===== src/rtl/cpu_pkg.sv =====
// Shared definitions for the accumulator CPU: default widths, opcodes, sequencer states.
// Latency: n/a (constants and types only).
// Backpressure: n/a.
package cpu_pkg;

    localparam int CPU_DATA_SIZE   = 8;
    localparam int CPU_OPCODE_SIZE = 4;
    localparam int CPU_INSTR_SIZE  = 12;
    localparam int CPU_ADDR_SIZE   = CPU_INSTR_SIZE - CPU_OPCODE_SIZE;

    // Opcodes, shared with the ALU. 1..6 take a memory operand, 7..B are
    // immediate/unary, C is the store.
    localparam logic [3:0] OP_NOP  = 4'h0;
    localparam logic [3:0] OP_LD   = 4'h1;
    localparam logic [3:0] OP_ADD  = 4'h2;
    localparam logic [3:0] OP_SUB  = 4'h3;
    localparam logic [3:0] OP_AND  = 4'h4;
    localparam logic [3:0] OP_OR   = 4'h5;
    localparam logic [3:0] OP_XOR  = 4'h6;
    localparam logic [3:0] OP_NOT  = 4'h7;
    localparam logic [3:0] OP_SHL  = 4'h8;
    localparam logic [3:0] OP_SHR  = 4'h9;
    localparam logic [3:0] OP_LDI  = 4'hA;
    localparam logic [3:0] OP_ADDI = 4'hB;
    localparam logic [3:0] OP_ST   = 4'hC;
    localparam logic [3:0] OP_JMP  = 4'hD;
    localparam logic [3:0] OP_JZ   = 4'hE;
    localparam logic [3:0] OP_HALT = 4'hF;

    typedef enum logic [2:0] {
        ST_IDLE,
        ST_FETCH,
        ST_DECODE,
        ST_MEM_RD,
        ST_EXEC,
        ST_MEM_WR,
        ST_HALT
    } seq_state_t;

endpackage


===== src/rtl/control_seq.sv =====
// Fetch/decode/execute sequencer for the accumulator CPU; owns PC, IR, MDR and accumulator.
// Latency: 2 (NOP/JMP/JZ), 3 (immediate, store), 4 (memory operand) cycles per instruction, +1 per ack wait cycle.
// Backpressure: imem/dmem req held with stable address/wdata until ack; no abort; reset drops requests.
//
// Ports: clk/rst_n (async active-low); imem_* instruction fetch handshake; dmem_* data
// read/write handshake; instr_reg/accumulator/from_mem_data drive the ALU, alu_out/we_alu
// come back from it; retire pulses per completed instruction; halted is high in HALT.
// Build option: define CONTROL_SEQ_BRANCH_EN to enable JMP/JZ; otherwise they decode as NOP.
module control_seq
    import cpu_pkg::*;
#(
    parameter int DATA_SIZE   = CPU_DATA_SIZE,
    parameter int OPCODE_SIZE = CPU_OPCODE_SIZE,
    parameter int INSTR_SIZE  = CPU_INSTR_SIZE,
    parameter int ADDR_SIZE   = INSTR_SIZE - OPCODE_SIZE
) (
    input  logic                          clk,
    input  logic                          rst_n,
    output logic                          imem_req,
    output logic [ADDR_SIZE-1:0]          imem_addr,
    input  logic [INSTR_SIZE-1:0]         imem_rdata,
    input  logic                          imem_ack,
    output logic                          dmem_req,
    output logic                          dmem_we,
    output logic [ADDR_SIZE-1:0]          dmem_addr,
    output logic [DATA_SIZE-1:0]          dmem_wdata,
    input  logic [DATA_SIZE-1:0]          dmem_rdata,
    input  logic                          dmem_ack,
    output logic [INSTR_SIZE-1:0]         instr_reg,
    output logic signed [DATA_SIZE-1:0]   accumulator,
    output logic signed [DATA_SIZE-1:0]   from_mem_data,
    input  logic signed [DATA_SIZE-1:0]   alu_out,
    input  logic                          we_alu,
    output logic                          retire,
    output logic                          halted
);

`ifdef CONTROL_SEQ_BRANCH_EN
    localparam logic BRANCH_EN = 1'b1;
`else
    localparam logic BRANCH_EN = 1'b0;
`endif

    seq_state_t                  r_state;
    seq_state_t                  w_next;
    logic [ADDR_SIZE-1:0]        r_pc;
    logic [INSTR_SIZE-1:0]       r_ir;
    logic signed [DATA_SIZE-1:0] r_mdr;
    logic signed [DATA_SIZE-1:0] r_acc;
    logic [OPCODE_SIZE-1:0]      w_opcode;
    logic                        w_branch_taken;

    assign w_opcode = r_ir[INSTR_SIZE-1 -: OPCODE_SIZE];

    // JZ tests the accumulator as it stands in DECODE, i.e. after the previous
    // instruction has fully retired.
    assign w_branch_taken = BRANCH_EN &&
                            ((w_opcode == OP_JMP) || ((w_opcode == OP_JZ) && (r_acc == '0)));

    // Registered state straight onto the ports.
    assign imem_addr     = r_pc;
    assign dmem_addr     = r_ir[ADDR_SIZE-1:0];
    assign dmem_wdata    = r_acc;
    assign instr_reg     = r_ir;
    assign accumulator   = r_acc;
    assign from_mem_data = r_mdr;

    always_ff @(posedge clk or negedge rst_n) begin
        if (!rst_n) begin
            r_state <= ST_IDLE;
        end else begin
            r_state <= w_next;
        end
    end

    // Requests are decoded from the registered state only, so an async reset
    // drops them immediately; acks only ever qualify a transition.
    always_comb begin
        w_next   = r_state;
        imem_req = 1'b0;
        dmem_req = 1'b0;
        dmem_we  = 1'b0;
        retire   = 1'b0;
        halted   = 1'b0;
        case (r_state)
            ST_IDLE: begin
                w_next = ST_FETCH;
            end
            ST_FETCH: begin
                imem_req = 1'b1;
                if (imem_ack) begin
                    w_next = ST_DECODE;
                end
            end
            ST_DECODE: begin
                if (w_opcode == OP_HALT) begin
                    w_next = ST_HALT;
                end else if ((w_opcode == OP_ST) || we_alu) begin
                    w_next = ST_MEM_WR;
                end else if ((w_opcode >= OP_LD) && (w_opcode <= OP_XOR)) begin
                    w_next = ST_MEM_RD;
                end else if ((w_opcode >= OP_NOT) && (w_opcode <= OP_ADDI)) begin
                    w_next = ST_EXEC;
                end else begin
                    // NOP, JMP, JZ: complete in DECODE.
                    retire = 1'b1;
                    w_next = ST_FETCH;
                end
            end
            ST_MEM_RD: begin
                dmem_req = 1'b1;
                if (dmem_ack) begin
                    w_next = ST_EXEC;
                end
            end
            ST_EXEC: begin
                retire = 1'b1;
                w_next = ST_FETCH;
            end
            ST_MEM_WR: begin
                dmem_req = 1'b1;
                dmem_we  = 1'b1;
                if (dmem_ack) begin
                    retire = 1'b1;
                    w_next = ST_FETCH;
                end
            end
            ST_HALT: begin
                halted = 1'b1;
            end
            default: begin
                w_next = ST_IDLE;
            end
        endcase
    end

    always_ff @(posedge clk or negedge rst_n) begin
        if (!rst_n) begin
            r_pc  <= '0;
            r_ir  <= '0;
            r_mdr <= '0;
            r_acc <= '0;
        end else begin
            case (r_state)
                ST_FETCH: begin
                    if (imem_ack) begin
                        r_ir <= imem_rdata;
                        r_pc <= r_pc + ADDR_SIZE'(1);
                    end
                end
                ST_DECODE: begin
                    if (w_branch_taken) begin
                        r_pc <= r_ir[ADDR_SIZE-1:0];
                    end
                end
                ST_MEM_RD: begin
                    if (dmem_ack) begin
                        r_mdr <= dmem_rdata;
                    end
                end
                ST_EXEC: begin
                    r_acc <= alu_out;
                end
                default: begin
                end
            endcase
        end
    end

endmodule


===== config.mk =====
export PLATFORM = sky130hd
export DESIGN_NAME = control_seq
export DESIGN_NICKNAME = d
export VERILOG_FILES = /design/src/rtl/cpu_pkg.sv /design/src/rtl/control_seq.sv
export SDC_FILE = /design/constraint.sdc
export NUM_CORES = 1
export LEC_CHECK = 0
export ABC_AREA = 1
export BUFFER_PORTS_ARGS = -buffer_cell sky130_fd_sc_hd__buf_4
export CELL_PAD_IN_SITES_DETAIL_PLACEMENT = 1
export CELL_PAD_IN_SITES_GLOBAL_PLACEMENT = 2
export CORE_ASPECT_RATIO = 1.25
export CORE_MARGIN = 1
export CORE_UTILIZATION = 26
export DETAILED_ROUTE_END_ITERATION = 6
export PLACE_DENSITY_LB_ADDON = 0.1
export SYNTH_ARGS = -nofsm -noshare
export SYNTH_HDL_FRONTEND = slang
export SYNTH_SLANG_ARGS = --single-unit

===== constraint.sdc =====
create_clock -name clk -period 1.4 [get_ports clk]
set_input_delay 0.35 -clock clk [delete_from_list [all_inputs] [get_ports clk]]
set_output_delay 0.35 -clock clk [all_outputs]
set_load 0.05 [all_outputs]

==> metrics.log, run 1 <==
INFO  metric postLayoutSetupSlackWorst = -0.353 ns
INFO  metric global_route.usage.total = 0.147
INFO  metric antenna_left = 0
INFO  metric failed_checks = setup timing
INFO  metric n_fill_cell = slightly above 800
INFO  metric tritoncts = yes
INFO  metric nets_in_the_synthesized_netlist = 240
INFO  metric global_route.overflow_total = 0
INFO  metric clkTransAtPathRegs = 0.08 ns
INFO  metric placement.cell_area = 2770 um2
INFO  metric cts.path.max_buffers = 2
INFO  metric hold_path_class = in -> async
INFO  metric met3_length = about 270 um
INFO  metric largest_register_ff_count = 12
INFO  metric overall_routed_net_length = approximately 5400 um
INFO  metric grt_antenna_before_repair = 0
INFO  metric cts-buffers-inserted = 5
INFO  metric finalCriticalPeriod = 1.75 ns
INFO  metric wl_met2 = 2920 um
INFO  metric route.layer.met1.wl = roughly 2100 um
INFO  metric critPathLaunchType = register
INFO  metric timing.clock.skew = 0.00577 ns
INFO  metric outcome = finished, violations left
INFO  metric timing_worst_slew_pin_value = 0.522 ns
INFO  metric peakVddDrop = 0.523 mV
INFO  metric io_buffers = 89
INFO  metric routabilityCongestion = around 0.74
INFO  metric startpoint = instr_reg[9]$_DFFE_PN0P_
INFO  metric preCtsSetupSlack = -0.0996 ns
INFO  metric first_pass_grt_wire_length = 8780 um
INFO  metric totalNegativeSetupSlack = -1.42 ns
INFO  metric finalSetupViolations = 16
INFO  metric post_route_cells_drive_above_1_share = 0.611
INFO  metric avgSynthCellArea = 9.35 um2
INFO  metric areaGrowthSynthToFinish = 66.5%
INFO  metric layout_commonest_cell = sky130_fd_sc_hd__buf_4
INFO  metric floorplan.rows = 34
INFO  metric yosysSeqAreaShare = 0.506
INFO  metric die_height = 98.3 um
INFO  metric leakage_power = approximately 1.7 nW
INFO  metric final_min_period_over_clock_period = 1.25
INFO  metric die-area = 7760 um2
INFO  metric yosys_warnings = 0
INFO  metric fmax = 570 MHz
INFO  metric crit_path_cell_trace = buf_6, inv_2, nand2_2, nand2_2, nand3_2, o21ai_4, buf_6
INFO  metric ios = 90
INFO  metric n_antenna_cell = 0
INFO  metric critical_path.max_fanout = 3
INFO  metric grt_max_degree = 40
INFO  metric post_synth_num_cell_types = 26
INFO  metric htree_num_levels = 2
INFO  metric routedWlPerCell = 13.2 um
INFO  metric ctsRootBufferMaster = sky130_fd_sc_hd__clkbuf_8
INFO  metric placed_cells = 389
INFO  metric worst_r2r_startpoint = r_state[2]$_DFFE_PN0P_
INFO  metric setup_repair_after_global_routing_missed_its_margin = true
INFO  metric synth_cells = 206
INFO  metric syn-cell-area = ~1900 um2
INFO  metric drcViolationCount = 0
INFO  metric critPathArrivalTime = 1.40 ns
INFO  metric cpPeakStageDelay = roughly 0.42 ns
INFO  metric power-per-cell-area = 731 nW/um2
INFO  metric effective_utilization_at_floorplan = 0.273
INFO  metric die_x = just under 80 um
INFO  metric via_count_of_the_first_global_routing_pass = around 1.8k
INFO  metric design_area = 3210 um2
INFO  metric highest_layer = met4
INFO  metric flop_and_latch_count_out_of_synthesis = 39
INFO  metric worst_path_max_delay_cell = sky130_fd_sc_hd__dfrtp_2
INFO  metric drtIter0Drc = 24
INFO  metric place_hpwl = 4000 um
INFO  metric max_slew_margin = 0.652
INFO  metric critPathRequiredTime = 1.05 ns
INFO  metric power.total = 0.00235 W
INFO  metric clock_network_latency_to_the_later_pin_of_the_worst_skew_pair = 0.29 ns
INFO  metric clock-sinks = 39
INFO  metric layout.nets = 349
INFO  metric layout.cells.most_common_list = sky130_fd_sc_hd__buf_4, sky130_fd_sc_hd__nand2_1, sky130_fd_sc_hd__dfrtp_1, sky130_fd_sc_hd__mux2_2
INFO  metric setup.worst_path.class = reg -> out
INFO  metric finalHoldViolations = 0
INFO  metric critPathCaptureType = primary output
INFO  metric num_vias = 1,733
INFO  metric drt_pre_antenna_iters = 3
INFO  metric fp.coreArea = 7060 um2
INFO  metric max_slew_violation_count = 0
INFO  metric count_of_max_cap_constraint_violations = 0
INFO  metric route.detailed.vias_per_inst = ~4.3
INFO  metric final_cell_count_without_fillers = 406
==> timing repair <==
item,CTS,global route
buffers inserted,4,3
gates resized for setup,48,21
gates cloned,1,1
pin swaps,6,2
hold buffers,0,0
endpoints found under the setup margin,35,42
==> per-stage QoR <==
step	util	hold slack (ns)
after floorplan	-	0.0544
after global placement	0.393	0.378
after detailed placement	0.393	0.370
after CTS	0.439	0.0446
after global routing	0.454	0.0676
final	0.454	0.0264
==> worst max-delay path, delay by kind of cell (launching register included) <==
kind	cells	cell delay (ns)
buf+inv	3	0.34
flops	1	0.42
compound gates	1	0.15
simple gates	3	0.20
==> kinds of logic after synthesis <==
logic type | synth area share
AND/OR/NAND/NOR | 0.211
buffers and inverters | 0.116
flip-flops | 0.506
AO/OA/AOI/OAI | 0.0260
adder cells (fa/ha/maj) | 0.00649
multiplexers | 0.0987
XOR/XNOR | 0.0357
==> cell usage after synthesis, drive strengths merged <==
master	number	share of area
nand2	72	0.15
dfrtp	39	0.51
inv	21	0.041
buf	19	0.075
mux2	16	0.094
nor2	9	0.027
o21ai	9	0.023
nand3	6	0.021
xor2	4	0.018
xnor2	3	0.018
nand4	2	0.0065
nor3	2	0.0078
a21oi	1	0.0026
ha	1	0.0065
mux2i	1	0.0052
nand3b	1	0.0039
==> path summary, 6_finish.rpt <==
kind                            depth (start not counted)                        to  slack (ns)
worst max-delay path                                    7                    retire       -0.35
worst min-delay path                                    1    r_state[0]$_DFFE_PN0P_        0.03
worst max register to register                          9  imem_addr[7]$_DFFE_PN0P_       -0.08
worst min register to register                          1  imem_addr[7]$_DFFE_PN0P_        0.47
max in group asynchronous                               1  imem_addr[3]$_DFFE_PN0P_        0.98
min in group clk                                        3  instr_reg[6]$_DFFE_PN0P_        0.24
==> layout make-up <==
class / count / area [um2] / share of cell area
multi-input combinational: 127 / 855 / 0.266
clock buffer: 5 / 68.8 / 0.0215
clock inverter: 3 / 43.8 / 0.0137
timing repair buffer: 121 / 1040 / 0.325
sequential: 39 / 986 / 0.307
inverter: 21 / 98.8 / 0.0308
tap: 90 / 113 / 0.0351
==> power by group <==
group / internal (W) / switching (W) / leakage (nW)
Combinational: 0.000102 / 0.000142 / 1.13
Sequential: 0.00114 / 0.00000858 / 0.473
Clock: 0.000531 / 0.000426 / 0.0581
==> metal layers <==
layer | up-vias | global-route usage
met5 | - | 0
met4 | 0 | 0.0462
met3 | 7 | 0.0318
met2 | 54 | 0.266
met1 | 824 | 0.168
li1 | 848 | -
No activity file was read; power rests on OpenSTA's default activity.
==> inputs of run 2 (changes only) <==
--- a/config.mk
+++ b/config.mk
@@ -8,3 +8,3 @@
 export ABC_AREA = 1
-export BUFFER_PORTS_ARGS = -buffer_cell sky130_fd_sc_hd__buf_4
+export ABC_CLOCK_PERIOD_IN_PS = 1400
 export CELL_PAD_IN_SITES_DETAIL_PLACEMENT = 1
@@ -13,4 +13,5 @@
 export CORE_MARGIN = 1
-export CORE_UTILIZATION = 26
+export CORE_UTILIZATION = 35
 export DETAILED_ROUTE_END_ITERATION = 6
+export DONT_BUFFER_PORTS = 1
 export PLACE_DENSITY_LB_ADDON = 0.1
--- a/constraint.sdc
+++ b/constraint.sdc
@@ -3,2 +3,2 @@
 set_output_delay 0.35 -clock clk [all_outputs]
-set_load 0.05 [all_outputs]
+set_load 0.02 [all_outputs]
==> run 2 against run 1 <==
Against the previous run:
- design area is 21% lower
- the run still ends with setup timing left
- final cell count shrank 27%
- global-route usage increased by 2.5 points
- largest cell class is now flip-flops and latches
- wire length fell by 11%
- sequential share of layout area up 7.9 points
- register-to-register slack gained 0.06 ns
- flip-flop and latch count did not move
- worst hold slack better by 0.14 ns
- clock skew barely moved
- fmax up 3.7%
- combinational power shrank 79%
==> metrics.log, run 2 (synthesis gave the netlist of run 1 again) <==
INFO  metric tritoncts = yes
INFO  metric global_route.usage.total = 0.172
INFO  metric cpPeakStageDelay = around 0.46 ns
INFO  metric met3_length = 329 um
INFO  metric highest_layer = met4
INFO  metric clock_network_latency_to_the_later_pin_of_the_worst_skew_pair = 0.29 ns
INFO  metric post_route_cells_drive_above_1_share = 0.492
INFO  metric worst_r2r_startpoint = r_state[0]$_DFFE_PN0P_
INFO  metric count_of_max_cap_constraint_violations = 0
INFO  metric die_height = 85.0 um
INFO  metric timing_worst_slew_pin_value = 0.465 ns
INFO  metric ctsRootBufferMaster = sky130_fd_sc_hd__clkbuf_8
INFO  metric htree_num_levels = 2
INFO  metric cts-buffers-inserted = 5
INFO  metric n_antenna_cell = 0
INFO  metric max_slew_margin = 0.690
INFO  metric whs_endpoint = instr_reg[2]$_DFFE_PN0P_
INFO  metric leakage_power = 1.28 nW
INFO  metric seqCellArea = around 980 um2
INFO  metric cts.path.max_buffers = 2
INFO  metric floorplan.rows = 29
INFO  metric ios = 90
INFO  metric totalNegativeSetupSlack = -0.800 ns
INFO  metric hold_path_depth = 2
INFO  metric wl_met2 = 2730 um
INFO  metric routedWlPerCell = approximately 16 um
INFO  metric largest_register_ff_count = 12
INFO  metric postLayoutSetupSlackWorst = -0.292 ns
INFO  metric die-area = just under 6000 um2
INFO  metric areaGrowthSynthToFinish = 32.1%
INFO  metric layout.nets = 269
INFO  metric critPathArrivalTime = 1.34 ns
INFO  metric worstReg2RegEnd = r_state[1]$_DFFE_PN0P_
INFO  metric layout.cells.most_common_list = sky130_fd_sc_hd__nand2_1, sky130_fd_sc_hd__dfrtp_1, sky130_fd_sc_hd__buf_4, sky130_fd_sc_hd__mux2_2, sky130_fd_sc_hd__nand2_2
INFO  metric routabilityCongestion = about 0.8
INFO  metric antenna_left = 0
INFO  metric startpoint = r_state[0]$_DFFE_PN0P_
INFO  metric outcome = finished, violations left
INFO  metric global_route.overflow_total = 0
INFO  metric finalCriticalPeriod = 1.69 ns
INFO  metric multi_input_comb_area = 896 um2
INFO  metric drt_pre_antenna_iters = 3
INFO  metric fmax = approximately 590 MHz
INFO  metric failed_checks = setup timing
INFO  metric final_min_period_over_clock_period = 1.21
INFO  metric setup.worst_path.class = reg -> out
INFO  metric setup_repair_after_global_routing_missed_its_margin = true
INFO  metric worst_path_max_delay_cell = sky130_fd_sc_hd__dfrtp_2
INFO  metric num_vias = between 1k and 1.5k
INFO  metric place_hpwl = 3530 um
INFO  metric peakVddDrop = around 0.53 mV
INFO  metric route.layer.met1.wl = 1640 um
INFO  metric n_fill_cell = 575
INFO  metric io_buffers = 0
INFO  metric critPathRequiredTime = roughly 1.1 ns
INFO  metric design_area = between 2000 and 3000 um2
INFO  metric critical_path.max_fanout = 4
INFO  metric placement.cell_area = ~2100 um2
INFO  metric power-per-cell-area = about 920 nW/um2
INFO  metric critPathLaunchType = register
INFO  metric grt_max_degree = 40
INFO  metric timing.clock.skew = 0.00561 ns
INFO  metric crit_path_cell_trace = nor3_2, nand3b_1, o21ai_4
INFO  metric critPathCaptureType = primary output
INFO  metric clkTransAtPathRegs = 0.08 ns
INFO  metric fp.coreArea = around 5200 um2
INFO  metric route.detailed.vias_per_inst = roughly 4.9
INFO  metric via_count_of_the_first_global_routing_pass = between 1.5k and 2k
INFO  metric clock-sinks = 39
INFO  metric drtIter0Drc = 49
INFO  metric timing.reg2reg.setup_slack = -0.02 ns
INFO  metric min_from = imem_rdata[2]
INFO  metric grt_antenna_before_repair = 0
INFO  metric overall_routed_net_length = 4780 um
INFO  metric drcViolationCount = 0
INFO  metric first_pass_grt_wire_length = approximately 7400 um
INFO  metric register_to_register_path_depth = 9
INFO  metric layout_commonest_cell = sky130_fd_sc_hd__nand2_1
INFO  metric max_slew_violation_count = 0
INFO  metric hold_path_class = in -> reg
INFO  metric die_x = just under 70 um
INFO  metric finalHoldViolations = 0
INFO  metric effective_utilization_at_floorplan = 0.371
INFO  metric finalSetupViolations = 9
-- run 2: per-layer routing --
layer,vias to the layer above,track usage
met5,-,0
met4,0,0.0549
met3,8,0.0551
met2,55,0.322
met1,716,0.171
li1,685,-
-- run 2: area by class of cell --
cell class | count | share of cell area
sequential | 39 | 0.386
multi-input combinational | 127 | 0.352
timing repair buffer | 41 | 0.143
inverter | 21 | 0.0359
tap | 62 | 0.0305
clock buffer | 6 | 0.0285
clock inverter | 2 | 0.0236
-- run 2: timing repair --
item	4_1_cts	5_1_grt
setup endpoints to repair	10	26
gates cloned	0	0
hold buffers	2	0
endpoints found under the hold margin	39	0
setup buffers	9	6
pin swaps	10	11
gates resized for setup	37	22
-- run 2: critical path, delay by kind of cell (launching register included) --
family / cells / cell delay, ns
AND/OR/NAND/NOR: 2 / 0.36
AO/OA/AOI/OAI: 1 / 0.24
flip-flops: 1 / 0.46
-- run 2: metrics by stage --
| step | worst slack (ns) | instances | power [W] | hold slack (ns) | utilization |
|---|---|---|---|---|---|
| 4_1_cts | -0.280 | 294 | 0.00238 | 0.159 | 0.469 |
| 6_report | -0.292 | 298 | 0.00233 | 0.169 | 0.490 |
| 3_5_place_dp | -0.0723 | 275 | 0.00122 | 0.0553 | 0.403 |
| 2_1_floorplan | -0.0199 | 206 | 0.00123 | 0.0544 | - |
| 3_3_place_gp | -0.0607 | 275 | 0.00122 | 0.0552 | 0.403 |
| 5_1_grt | -0.342 | 298 | 0.00242 | 0.169 | 0.490 |
-- run 2: worst max path at each step --
stage | endpoint | depth (start not counted)
2_1_floorplan | retire | 5
3_3_place_gp | r_state[1]$_DFFE_PN0P_ | 9
3_5_place_dp | r_state[1]$_DFFE_PN0P_ | 9
4_1_cts | retire | 5
5_1_grt | retire | 3
6_report | retire | 3
-- run 2: power breakdown --
| part | leakage [nW] | switching, W | internal (W) |
|---|---|---|---|
| Clock | 0.0654 | 0.000393 | 0.000712 |
| Combinational | 0.737 | 0.0000297 | 0.0000205 |
| Sequential | 0.476 | 0.0000407 | 0.00114 |
